===== config.mk =====
export PLATFORM = sky130hd
export DESIGN_NAME = veri_bellek_denetleyici_flat
export DESIGN_NICKNAME = d
export VERILOG_FILES = /design/src/rtl/veri_bellek_denetleyici_if.sv /design/src/rtl/veri_bellek_denetleyici.sv /design/src/flat_wrapper.sv
export SDC_FILE = /design/constraint.sdc
export NUM_CORES = 1
export LEC_CHECK = 0
export ABC_AREA = 0
export CAP_MARGIN = 25
export CORE_ASPECT_RATIO = 0.8
export CORE_MARGIN = 2
export CORE_UTILIZATION = 45
export DETAILED_ROUTE_END_ITERATION = 8
export GPL_TIMING_DRIVEN = 0
export PLACE_DENSITY_LB_ADDON = 0.08
export SLEW_MARGIN = 20
export SYNTH_ARGS = -nofsm -noshare
export SYNTH_HDL_FRONTEND = slang
export SYNTH_SLANG_ARGS = --single-unit

===== constraint.sdc =====
create_clock -name clk_i -period 3.1 [get_ports clk_i]
set_input_delay 0.62 -clock clk_i [delete_from_list [all_inputs] [get_ports clk_i]]
set_output_delay 0.62 -clock clk_i [all_outputs]
set_load 0.03 [all_outputs]

===== src/rtl/veri_bellek_denetleyici_if.sv =====
// Memory-stage data request bus plus the main-memory port of the data memory
// controller. The slave modport is the controller's view. The master modport
// is the view of the requester and of the memory model.
//   request side : onbellekten_oku_i, onbellege_yaz_i, adres_i, veri_i, buyruk_turu_i
//   response side: veri_o, veri_hazir_o, denetim_hazir_o, hata_o
//   main memory  : anabellek_istek_o/yaz_o/adres_o/veri_o/maske_o out,
//                  anabellek_veri_i/gecerli_i in
interface veri_bellek_denetleyici_if;
  logic        onbellekten_oku_i;
  logic        onbellege_yaz_i;
  logic [31:0] adres_i;
  logic [31:0] veri_i;
  logic [2:0]  buyruk_turu_i;
  logic [31:0] veri_o;
  logic        veri_hazir_o;
  logic        denetim_hazir_o;
  logic        hata_o;
  logic        anabellek_istek_o;
  logic        anabellek_yaz_o;
  logic [31:0] anabellek_adres_o;
  logic [31:0] anabellek_veri_o;
  logic [3:0]  anabellek_maske_o;
  logic [31:0] anabellek_veri_i;
  logic        anabellek_gecerli_i;

  modport slave (
    input  onbellekten_oku_i, onbellege_yaz_i, adres_i, veri_i, buyruk_turu_i,
           anabellek_veri_i, anabellek_gecerli_i,
    output veri_o, veri_hazir_o, denetim_hazir_o, hata_o,
           anabellek_istek_o, anabellek_yaz_o, anabellek_adres_o,
           anabellek_veri_o, anabellek_maske_o
  );

  modport master (
    output onbellekten_oku_i, onbellege_yaz_i, adres_i, veri_i, buyruk_turu_i,
           anabellek_veri_i, anabellek_gecerli_i,
    input  veri_o, veri_hazir_o, denetim_hazir_o, hata_o,
           anabellek_istek_o, anabellek_yaz_o, anabellek_adres_o,
           anabellek_veri_o, anabellek_maske_o
  );
endinterface


===== src/rtl/veri_bellek_denetleyici.sv =====
// Data memory controller, the responder end of the memory-stage load/store
// interface. It takes one load or store per transaction and issues it to main
// memory as a word access with a byte mask. It aligns and extends the load data
// and reports completion through denetim_hazir_o.
// Ports: clk_i (rising edge), rst_i (synchronous, active low), and bus (slave
//   modport of veri_bellek_denetleyici_if, which holds all request, response
//   and main-memory signals).
// Parameter: ZAMAN_ASIMI is the number of cycles to wait in an ISTEK state
//   for anabellek_gecerli_i before the transaction is aborted (>= 2).
// Optional feature: define VB_SON_OKUMA_TAMPONU_EN to add a one-entry
//   last-read buffer. A read that hits the buffer completes without a
//   main-memory access.
module veri_bellek_denetleyici #(
  parameter int ZAMAN_ASIMI = 255
) (
  input logic                      clk_i,
  input logic                      rst_i,
  veri_bellek_denetleyici_if.slave bus
);
  localparam int            CW        = $clog2(ZAMAN_ASIMI + 1);
  // Abort in the ISTEK cycle whose increment would make the count reach
  // ZAMAN_ASIMI-1. That gives ZAMAN_ASIMI-1 request cycles in total.
  localparam logic [CW-1:0] SAYAC_SON = CW'(ZAMAN_ASIMI - 2);

  typedef enum logic [1:0] {BOSTA, OKU_ISTEK, YAZ_ISTEK, TAMAM} durum_t;

  durum_t        durum_q, durum_d;
  logic [CW-1:0] sayac_q;
  logic [1:0]    bayt_q;   // low address bits of the transaction in flight
  logic [2:0]    tur_q;    // funct3 of the transaction in flight
  logic [31:0]   veri_q;
  logic          veri_hazir_q, hata_q, istek_q, yaz_q;
  logic [31:0]   adres_q, aveli_q;
  logic [3:0]    maske_q;
  logic          gir, zaman_asimi, hazir;
  logic [3:0]    maske_hesap;
  logic [31:0]   veri_cogalt;
  wire           istek_durum = (durum_q == OKU_ISTEK) || (durum_q == YAZ_ISTEK);

`ifdef VB_SON_OKUMA_TAMPONU_EN
  logic          tampon_gecerli_q, tampon_isabet;
  logic [29:0]   tampon_adres_q;
  logic [31:0]   tampon_veri_q;
`endif

  function automatic logic [31:0] hizala(input logic [31:0] w, input logic [1:0] a,
                                         input logic [2:0] f);
    logic [7:0]  b;
    logic [15:0] h;
    b = a[1] ? (a[0] ? w[31:24] : w[23:16]) : (a[0] ? w[15:8] : w[7:0]);
    h = a[1] ? w[31:16] : w[15:0];
    case (f)
      3'b000:  hizala = {{24{b[7]}}, b};
      3'b001:  hizala = {{16{h[15]}}, h};
      3'b100:  hizala = {24'b0, b};
      3'b101:  hizala = {16'b0, h};
      default: hizala = w;
    endcase
  endfunction

  always_comb begin
    case (bus.buyruk_turu_i)
      3'b000:  begin maske_hesap = 4'b0001 << bus.adres_i[1:0]; veri_cogalt = {4{bus.veri_i[7:0]}}; end
      3'b001:  begin maske_hesap = bus.adres_i[1] ? 4'b1100 : 4'b0011; veri_cogalt = {2{bus.veri_i[15:0]}}; end
      default: begin maske_hesap = 4'b1111; veri_cogalt = bus.veri_i; end
    endcase
  end

  always_comb begin
    durum_d     = durum_q;
    gir         = 1'b0;
    zaman_asimi = 1'b0;
    hazir       = 1'b0;
`ifdef VB_SON_OKUMA_TAMPONU_EN
    tampon_isabet = 1'b0;
`endif
    case (durum_q)
      BOSTA: begin
        hazir = !(bus.onbellekten_oku_i || bus.onbellege_yaz_i);
        if (bus.onbellege_yaz_i) begin        // a write wins when both are requested
          durum_d = YAZ_ISTEK;
          gir     = 1'b1;
        end else if (bus.onbellekten_oku_i) begin
`ifdef VB_SON_OKUMA_TAMPONU_EN
          if (tampon_gecerli_q && tampon_adres_q == bus.adres_i[31:2]) begin
            durum_d       = TAMAM;
            tampon_isabet = 1'b1;
          end else begin
            durum_d = OKU_ISTEK;
            gir     = 1'b1;
          end
`else
          durum_d = OKU_ISTEK;
          gir     = 1'b1;
`endif
        end
      end
      OKU_ISTEK, YAZ_ISTEK: begin
        if (bus.anabellek_gecerli_i) durum_d = TAMAM;
        else if (sayac_q == SAYAC_SON) begin
          durum_d     = TAMAM;
          zaman_asimi = 1'b1;
        end
      end
      TAMAM: begin
        hazir   = 1'b1;
        durum_d = BOSTA;
      end
      default: durum_d = BOSTA;
    endcase
  end

  always_ff @(posedge clk_i) begin
    if (!rst_i) begin
      durum_q      <= BOSTA;
      sayac_q      <= '0;
      bayt_q       <= '0;
      tur_q        <= '0;
      veri_q       <= '0;
      veri_hazir_q <= 1'b0;
      hata_q       <= 1'b0;
      istek_q      <= 1'b0;
      yaz_q        <= 1'b0;
      adres_q      <= '0;
      aveli_q      <= '0;
      maske_q      <= '0;
`ifdef VB_SON_OKUMA_TAMPONU_EN
      tampon_gecerli_q <= 1'b0;
      tampon_adres_q   <= '0;
      tampon_veri_q    <= '0;
`endif
    end else begin
      durum_q      <= durum_d;
      veri_hazir_q <= 1'b0;
      hata_q       <= 1'b0;
      if (gir) begin
        istek_q <= 1'b1;
        yaz_q   <= bus.onbellege_yaz_i;
        adres_q <= {bus.adres_i[31:2], 2'b00};
        maske_q <= bus.onbellege_yaz_i ? maske_hesap : 4'b0000;
        aveli_q <= veri_cogalt;
        bayt_q  <= bus.adres_i[1:0];
        tur_q   <= bus.buyruk_turu_i;
        sayac_q <= '0;
      end
      if (istek_durum) begin
        sayac_q <= sayac_q + 1'b1;
        if (bus.anabellek_gecerli_i) begin
          istek_q <= 1'b0;
          if (!yaz_q) begin
            veri_q       <= hizala(bus.anabellek_veri_i, bayt_q, tur_q);
            veri_hazir_q <= 1'b1;
`ifdef VB_SON_OKUMA_TAMPONU_EN
            tampon_gecerli_q <= 1'b1;
            tampon_adres_q   <= adres_q[31:2];
            tampon_veri_q    <= bus.anabellek_veri_i;
          end else if (tampon_adres_q == adres_q[31:2]) begin
            tampon_gecerli_q <= 1'b0;   // keep the buffer coherent with memory
`endif
          end
        end else if (zaman_asimi) begin
          istek_q <= 1'b0;
          hata_q  <= 1'b1;
          veri_q  <= '0;
`ifdef VB_SON_OKUMA_TAMPONU_EN
          tampon_gecerli_q <= 1'b0;
`endif
        end
      end
`ifdef VB_SON_OKUMA_TAMPONU_EN
      if (tampon_isabet) begin
        veri_q       <= hizala(tampon_veri_q, bus.adres_i[1:0], bus.buyruk_turu_i);
        veri_hazir_q <= 1'b1;
      end
`endif
    end
  end

  assign bus.veri_o            = veri_q;
  assign bus.veri_hazir_o      = veri_hazir_q;
  assign bus.denetim_hazir_o   = hazir;
  assign bus.hata_o            = hata_q;
  assign bus.anabellek_istek_o = istek_q;
  assign bus.anabellek_yaz_o   = yaz_q;
  assign bus.anabellek_adres_o = adres_q;
  assign bus.anabellek_veri_o  = aveli_q;
  assign bus.anabellek_maske_o = maske_q;
endmodule


===== src/flat_wrapper.sv =====
// flat-port wrapper written by rule: the top's interface ports become plain ports
module veri_bellek_denetleyici_flat 
#(
  parameter int ZAMAN_ASIMI = 255
)
  (clk_i, rst_i, bus_onbellekten_oku_i, bus_onbellege_yaz_i, bus_adres_i, bus_veri_i, bus_buyruk_turu_i, bus_anabellek_veri_i, bus_anabellek_gecerli_i, bus_veri_o, bus_veri_hazir_o, bus_denetim_hazir_o, bus_hata_o, bus_anabellek_istek_o, bus_anabellek_yaz_o, bus_anabellek_adres_o, bus_anabellek_veri_o, bus_anabellek_maske_o);
  veri_bellek_denetleyici_if bus_i ();
  input logic clk_i;
  input logic rst_i;
  input wire logic [$bits(bus_i.onbellekten_oku_i)-1:0] bus_onbellekten_oku_i;
  input wire logic [$bits(bus_i.onbellege_yaz_i)-1:0] bus_onbellege_yaz_i;
  input wire logic [$bits(bus_i.adres_i)-1:0] bus_adres_i;
  input wire logic [$bits(bus_i.veri_i)-1:0] bus_veri_i;
  input wire logic [$bits(bus_i.buyruk_turu_i)-1:0] bus_buyruk_turu_i;
  input wire logic [$bits(bus_i.anabellek_veri_i)-1:0] bus_anabellek_veri_i;
  input wire logic [$bits(bus_i.anabellek_gecerli_i)-1:0] bus_anabellek_gecerli_i;
  output wire logic [$bits(bus_i.veri_o)-1:0] bus_veri_o;
  output wire logic [$bits(bus_i.veri_hazir_o)-1:0] bus_veri_hazir_o;
  output wire logic [$bits(bus_i.denetim_hazir_o)-1:0] bus_denetim_hazir_o;
  output wire logic [$bits(bus_i.hata_o)-1:0] bus_hata_o;
  output wire logic [$bits(bus_i.anabellek_istek_o)-1:0] bus_anabellek_istek_o;
  output wire logic [$bits(bus_i.anabellek_yaz_o)-1:0] bus_anabellek_yaz_o;
  output wire logic [$bits(bus_i.anabellek_adres_o)-1:0] bus_anabellek_adres_o;
  output wire logic [$bits(bus_i.anabellek_veri_o)-1:0] bus_anabellek_veri_o;
  output wire logic [$bits(bus_i.anabellek_maske_o)-1:0] bus_anabellek_maske_o;
  assign bus_i.onbellekten_oku_i = bus_onbellekten_oku_i;
  assign bus_i.onbellege_yaz_i = bus_onbellege_yaz_i;
  assign bus_i.adres_i = bus_adres_i;
  assign bus_i.veri_i = bus_veri_i;
  assign bus_i.buyruk_turu_i = bus_buyruk_turu_i;
  assign bus_i.anabellek_veri_i = bus_anabellek_veri_i;
  assign bus_i.anabellek_gecerli_i = bus_anabellek_gecerli_i;
  assign bus_veri_o = bus_i.veri_o;
  assign bus_veri_hazir_o = bus_i.veri_hazir_o;
  assign bus_denetim_hazir_o = bus_i.denetim_hazir_o;
  assign bus_hata_o = bus_i.hata_o;
  assign bus_anabellek_istek_o = bus_i.anabellek_istek_o;
  assign bus_anabellek_yaz_o = bus_i.anabellek_yaz_o;
  assign bus_anabellek_adres_o = bus_i.anabellek_adres_o;
  assign bus_anabellek_veri_o = bus_i.anabellek_veri_o;
  assign bus_anabellek_maske_o = bus_i.anabellek_maske_o;
  veri_bellek_denetleyici #(.ZAMAN_ASIMI(ZAMAN_ASIMI)) u_core (.clk_i(clk_i), .rst_i(rst_i), .bus(bus_i));
endmodule

==> impl_metrics.json, run 1 <==
{
  "status": "completed",
  "synth-edff-count": 0,
  "synthCells": 624,
  "slew_viol_final": 0,
  "grt_overflow_total": 0,
  "die_area_um2": 12300,
  "clkSinkCount": 117,
  "grt_usage": 0.278,
  "ys_async_sr_fraction": 0,
  "setup-tns-final_ns": 0,
  "maxSlewHeadroom": 0.578,
  "die_y_um": 99.5,
  "drv_cap": 0,
  "dpl.cell_count": 973,
  "synth_compound_area_frac": 0.244,
  "tightest_slew_ns": 0.633,
  "dr.pass1.iters": 7,
  "core_um2": 11000,
  "crit_path_start": "u_core.durum_q[0]$_SDFFE_PN0P_",
  "synth_mux_area_frac": 0.0456,
  "final-hold-violation-count": 0,
  "clk_pin_slew_worst_paths_ns": 0.06,
  "io_buffers": 204,
  "fmax_ghz": 0.346,
  "synthAdderAreaFrac": 0.0122,
  "power_leakage_nw": 3.10,
  "cts_tree": "built",
  "fin_nets": 957,
  "postRouteWirelength_mm": 17.0,
  "power_per_cell_area_nw_per_um2": 892,
  "synth_cell_type_count": 49,
  "ys_seq_area_frac": 0.457,
  "multi_input_area_um2": 2470,
  "synth.avg_cell_area_um2": 8.22,
  "synth_ff_type": "dfxtp_1",
  "cts_root_buf": "clkbuf_16",
  "viasPerCell": 5.43,
  "drc": 0,
  "grt_first_pass_wirelength_mm": 26.3,
  "path_max_fanout": 10,
  "arrival_ns": 2.27,
  "grt_setup_unrepaired": "false",
  "cp.required_ns": 2.48,
  "hp-class": "reg2reg",
  "layout-drive-gt1-share": 0.0743,
  "cts_hold_buffers": 0,
  "r2r_start": "u_core.durum_q[0]$_SDFFE_PN0P_",
  "clk_latency_ns": 0.41,
  "synth_top_family_by_area": "compound AO/OA/AOI/OAI gates",
  "grt_pass1_vias": 5170,
  "die_w_um": 123,
  "netlist_area_um2": 5130,
  "cts_max_level": 4,
  "total_power_mw": 7.14,
  "finClkSkew_ns": 0.00657,
  "synth-seq-cells": 117,
  "vdd_ir_drop_max_mv": 0.550,
  "regArea_um2": 2340,
  "rows": 34,
  "diodes": 0,
  "grt_max_degree": 17,
  "antenna_found_initial": 0,
  "synth_warnings": 0,
  "finalCritPeriodShare": 0.933,
  "gp_congestion": 0.916,
  "yosys.area_share.simple": 0.179,
  "hp-start": "u_core.bus.veri_o[3]$_SDFFE_PN0P_",
  "fin_crit_ns": 2.89,
  "start_kind": "flip-flop",
  "n_fill_cell": 850,
  "vias": 5454,
  "crit_path_end_kind": "primary output",
  "synth_xor_xnor_area_share": 0,
  "finalSetupViolations": 0,
  "max-clock-path-buffers": 2,
  "drt-initial-drc-count": 473,
  "post-route-util": 0.729,
  "ant_nets": 0,
  "numCtsBuffers": 17,
  "wl_per_cell_um": 16.9,
  "syn2layout_area_growth_pct": 56.1,
  "critPathKind": "reg2out",
  "num_io_pins": 209,
  "initial_core_util": 0.467,
  "stdcell_count": 1005,
  "dpl.hpwl_mm": 12.9
}
[logic make-up (layout without fill, tap and decap cells)]
kind of cell,after synthesis,after routing
other,1,2
AO/OA/AOI/OAI,193,193
flip-flops,117,117
multiplexers,22,22
adder cells (fa/ha/maj),5,5
buffers and inverters,68,304
AND/OR/NAND/NOR,218,218
[metal layers]
layer	GRT usage	routed length, um
met2	0.411	7510
met1	0.373	7440
met5	0	0
met3	0.109	1760
met4	0.0883	327
[per-stage QoR]
stage	hold WS (ns)	area [um2]	setup slack, ns
3_3_place_gp	0.436	7350	0.409
6_report	0.446	8010	0.209
4_1_cts	0.451	8000	0.137
3_5_place_dp	0.444	7350	0.393
5_1_grt	0.466	8010	0.0608
2_1_floorplan	0.449	5130	1.09
[cell usage after synthesis (2+ instances only)]
cell | n | share of area
nand3_1 | 6 | 0.0059
a211oi_1 | 9 | 0.013
o211ai_1 | 15 | 0.022
buf_2 | 22 | 0.021
nand2_1 | 148 | 0.11
a311oi_1 | 10 | 0.017
nor4_1 | 2 | 0.0024
a21oi_1 | 70 | 0.068
ha_1 | 5 | 0.012
a31oi_1 | 2 | 0.0024
clkbuf_1 | 23 | 0.017
o21a_1 | 3 | 0.0044
nor2_1 | 34 | 0.025
inv_1 | 16 | 0.012
buf_4 | 2 | 0.0029
nor2b_1 | 3 | 0.0037
o21ai_1 | 9 | 0.0088
dfxtp_1 | 117 | 0.46
o32ai_1 | 7 | 0.012
nand3b_1 | 8 | 0.012
or3_1 | 2 | 0.0024
nand2b_1 | 3 | 0.0037
o22ai_1 | 2 | 0.0024
mux2i_1 | 20 | 0.039
buf_6 | 2 | 0.0044
o21ai_0 | 35 | 0.034
o31ai_1 | 8 | 0.012
nor3_1 | 5 | 0.0049
a221o_1 | 16 | 0.031
[worst max-delay path, cell delays in order (launching register included)]
cell	delay [ns]
dfxtp_1	0.36
inv_1	0.07
ha_1	0.38
clkbuf_2	0.23
nor2_1	0.14
clkdlybuf4s50_1	0.67
[final cells by class]
class / count / share of cell area
Tap cell: 144 / 0.0225
Clock buffer: 23 / 0.0597
Clock inverter: 9 / 0.0216
Inverter: 17 / 0.00797
Timing Repair Buffer: 204 / 0.255
Buffer: 51 / 0.0314
Sequential cell: 117 / 0.293
Multi-Input combinational cell: 440 / 0.309
[cell usage in the layout (no fill, tap or decap), types with 5 or more instances in the layout]
cell type and count:
clkdlybuf4s50_1 204, nand2_1 148, dfxtp_1 117, a21oi_1 70, o21ai_0 35, nor2_1 34, clkbuf_1 25, buf_2 22
mux2i_1 20, clkbuf_16 17, inv_1 16, a221o_1 16, o211ai_1 15, a311oi_1 10, a211oi_1 9, o21ai_1 9
nand3b_1 8, o31ai_1 8, o32ai_1 7, nand3_1 6, nor3_1 5, ha_1 5, bufinv_16 5
[registers in the layout, summed over array words and instances (netlist names), 2 cells and up]
signal and count:
u_core.bus.anabellek_adres_o 30, u_core.durum_q 2, u_core.bus.anabellek_veri_o 32, u_core.bus.veri_o 32, u_core.sayac_q 8, u_core.bayt_q 2
u_core.bus.anabellek_maske_o 4, u_core.tur_q 3
[power by group]
part           switching, mW  total, mW  leakage [nW]  internal (mW)
clock                  0.681       2.17         0.317           1.49
combinational           1.78       2.91          1.82           1.12
sequential             0.207       2.06         0.961           1.86
total                   2.67       7.14          3.10           4.47
[path summary, 6_finish.rpt]
kind / depth (start not counted) / slack, ns / endpoint
max: 5 / 0.21 / bus_denetim_hazir_o
min: 2 / 0.45 / u_core.bus.veri_o[3]$_SDFFE_PN0P_
max reg2reg: 7 / 0.82 / u_core.bus.veri_o[14]$_SDFFE_PN0P_
min reg2reg: 2 / 0.45 / u_core.bus.veri_o[3]$_SDFFE_PN0P_
[repair_timing]
item	4_1_cts	5_1_grt
buffers inserted	0	0
setup endpoints to repair	0	1
hold endpoints to repair	0	0
gates resized for setup	0	2
No activity file was read; power rests on OpenSTA's default activity.
==> run 2: changes to the inputs <==
--- a/config.mk
+++ b/config.mk
@@ -12,8 +12,8 @@
 export CORE_UTILIZATION = 45
 export DETAILED_ROUTE_END_ITERATION = 8
 export GPL_TIMING_DRIVEN = 0
-export PLACE_DENSITY_LB_ADDON = 0.08
-export SLEW_MARGIN = 20
+export PLACE_DENSITY = 0.83
+export SLEW_MARGIN = 15
 export SYNTH_ARGS = -nofsm -noshare
 export SYNTH_HDL_FRONTEND = slang
 export SYNTH_SLANG_ARGS = --single-unit
==> run 2 against run 1 <==
Net effect:
- wire length up 5.0%
- cell count about the same
- highest routed layer unchanged
- critical endpoint unchanged
- first-iteration DRC count up 1.5%
- power down 0.88%
- largest cell class unchanged
- non-clock buffer count unchanged
- hold slack better by 0.0063 ns
- utilization down 0.26 points
==> impl_metrics.json, run 2 (synthesis gave the netlist of run 1 again) <==
{
  "vdd_ir_drop_max_mv": 0.523,
  "worstPathCellList": "inv_1, ha_1, clkbuf_1, nor2_1, clkdlybuf4s50_1",
  "core_um2": 11000,
  "viasPerCell": 5.57,
  "grt_overflow_total": 0,
  "maxSlewHeadroom": 0.591,
  "clk_pin_slew_worst_paths_ns": 0.05,
  "regArea_um2": 2340,
  "clkSinkCount": 117,
  "max-clock-path-buffers": 2,
  "final_cell_mix": "204 x clkdlybuf4s50_1, 148 x nand2_1, 117 x dfxtp_1, 70 x a21oi_1, 35 x o21ai_0",
  "power_leakage_nw": 3.08,
  "critPathKind": "reg2out",
  "design_area_um2": 7980,
  "grt_pass1_vias": 5443,
  "cts_resized": 0,
  "grt_usage": 0.294,
  "cts_max_level": 4,
  "dpl.hpwl_mm": 13.5,
  "drv_cap": 0,
  "fin_nets": 957,
  "grt_max_degree": 17,
  "numCtsBuffers": 17,
  "cts_hold_buffers": 0,
  "cts_root_buf": "clkbuf_16",
  "crit_path_end_kind": "primary output",
  "tightest_slew_ns": 0.613,
  "layout-drive-gt1-share": 0.0744,
  "die_w_um": 123,
  "num_io_pins": 209,
  "vias": 5589,
  "slew_viol_final": 0,
  "cp.required_ns": 2.48,
  "postRouteWirelength_mm": 17.9,
  "finalCritPeriodShare": 0.946,
  "fin_crit_ns": 2.93,
  "cp.buffers_inverters": 3,
  "post_cts_buffers": 0,
  "multi_input_area_um2": 2470,
  "power_per_cell_area_nw_per_um2": 887,
  "holdWs_ns": 0.453,
  "grt_setup_unrepaired": "false",
  "dpl_cell_area_um2": 7350,
  "syn2layout_area_growth_pct": 55.6,
  "io_buffers": 204,
  "finalSetupViolations": 0,
  "wl_per_cell_um": 17.8,
  "setup-tns-final_ns": 0,
  "antenna_found_initial": 0,
  "arrival_ns": 2.31,
  "fmax_ghz": 0.341,
  "clk_latency_ns": 0.42,
  "drc": 0,
  "diodes": 0,
  "grt_first_pass_wirelength_mm": 27.9,
  "cts_tree": "built",
  "path_max_fanout": 10,
  "total_power_mw": 7.07,
  "ant_nets": 0,
  "final-hold-violation-count": 0,
  "die_y_um": 99.5,
  "cpLargestDelayFamily": "buffers and inverters",
  "drt-initial-drc-count": 480,
  "max_stage_delay_ns": 0.60,
  "rows": 34,
  "start_kind": "flip-flop",
  "status": "completed",
  "layout_commonest_cell": "clkdlybuf4s50_1",
  "dr.pass1.iters": 5,
  "n_fill_cell": 822,
  "initial_core_util": 0.467,
  "hp-class": "reg2reg",
  "finClkSkew_ns": 0.00587,
  "gp_congestion": 0.950,
  "cp_slowest_cell": "clkdlybuf4s50_1",
  "die_area_um2": 12300
}
## run 2: cell count changes in the layout (fill, tap and decap cells not counted)
cell / change
clkinv_2: +2
bufinv_16: -1
clkbuf_1: -1
clkbuf_2: -1
## run 2: routing by layer
metal	share of wire	track usage	routed length, um
met5	0	0	0
met4	0.038	0.143	684
met3	0.081	0.0837	1440
met2	0.47	0.456	8380
met1	0.41	0.376	7380
## run 2: final timing paths
path	startpoint	to	slack, ns	depth (start not counted)
max	u_core.durum_q[0]$_SDFFE_PN0P_	bus_denetim_hazir_o	0.17	5
min	u_core.bus.anabellek_adres_o[20]$_SDFFE_PN0P_	u_core.bus.anabellek_adres_o[20]$_SDFFE_PN0P_	0.45	2
max reg2reg	u_core.durum_q[0]$_SDFFE_PN0P_	u_core.bus.veri_o[15]$_SDFFE_PN0P_	0.96	7
min reg2reg	u_core.bus.anabellek_adres_o[20]$_SDFFE_PN0P_	u_core.bus.anabellek_adres_o[20]$_SDFFE_PN0P_	0.45	2
## run 2: cell type report
type                    instances  area share
plain buffers                  51      0.0314
clock buffers                  21      0.0590
clock inverters                10      0.0191
inverters                      17     0.00800
multi-input cells             440       0.310
flip-flops and latches        117       0.294
well taps                     144      0.0226
repair buffers                204       0.256
## run 2: power by group
part           internal (mW)  switching, mW
Sequential              1.86          0.209
Clock                   1.39          0.678
Combinational           1.12           1.81
## run 2: stage by stage
step                setup slack, ns   util  cells
finish                        0.168  0.727   1004
global route                 0.0604  0.727   1004
CTS                           0.172  0.727   1004
detailed placement            0.413  0.670    973
global placement              0.420  0.670    973
floorplan                      1.09      -    625
## run 2: worst register-to-register path, cell delays in order (launching register included)
cell	delay, ns
dfxtp_1	0.35
inv_1	0.08
ha_1	0.40
nand4b_1	0.24
inv_1	0.24
clkbuf_1	0.35
o21ai_0	0.16
o31ai_1	0.23
==> run 3: changes to the inputs <==
--- a/config.mk
+++ b/config.mk
@@ -10,6 +10,7 @@
 export CORE_ASPECT_RATIO = 0.8
 export CORE_MARGIN = 2
 export CORE_UTILIZATION = 45
+export CTS_CLUSTER_SIZE = 24
 export DETAILED_ROUTE_END_ITERATION = 8
 export GPL_TIMING_DRIVEN = 0
 export PLACE_DENSITY = 0.83
==> constraint.sdc (replaced) <==
create_clock -name clk_i -period 3.5 [get_ports clk_i]
set_input_delay 0.7 -clock clk_i [delete_from_list [all_inputs] [get_ports clk_i]]
set_output_delay 0.7 -clock clk_i [all_outputs]
set_load 0.03 [all_outputs]
==> results of run 3 <==
Same layout as run 2 (identical final DEF). Status: completed.
Among the figures that moved: setup slack after placement 0.413 ns -> 0.653 ns; setup slack after layout 0.168 ns -> 0.488 ns; register-to-register setup slack 0.96 ns -> 1.36 ns; total power 7.07 mW -> 6.27 mW; worst IR drop on VDD 0.523 mV -> 0.463 mV
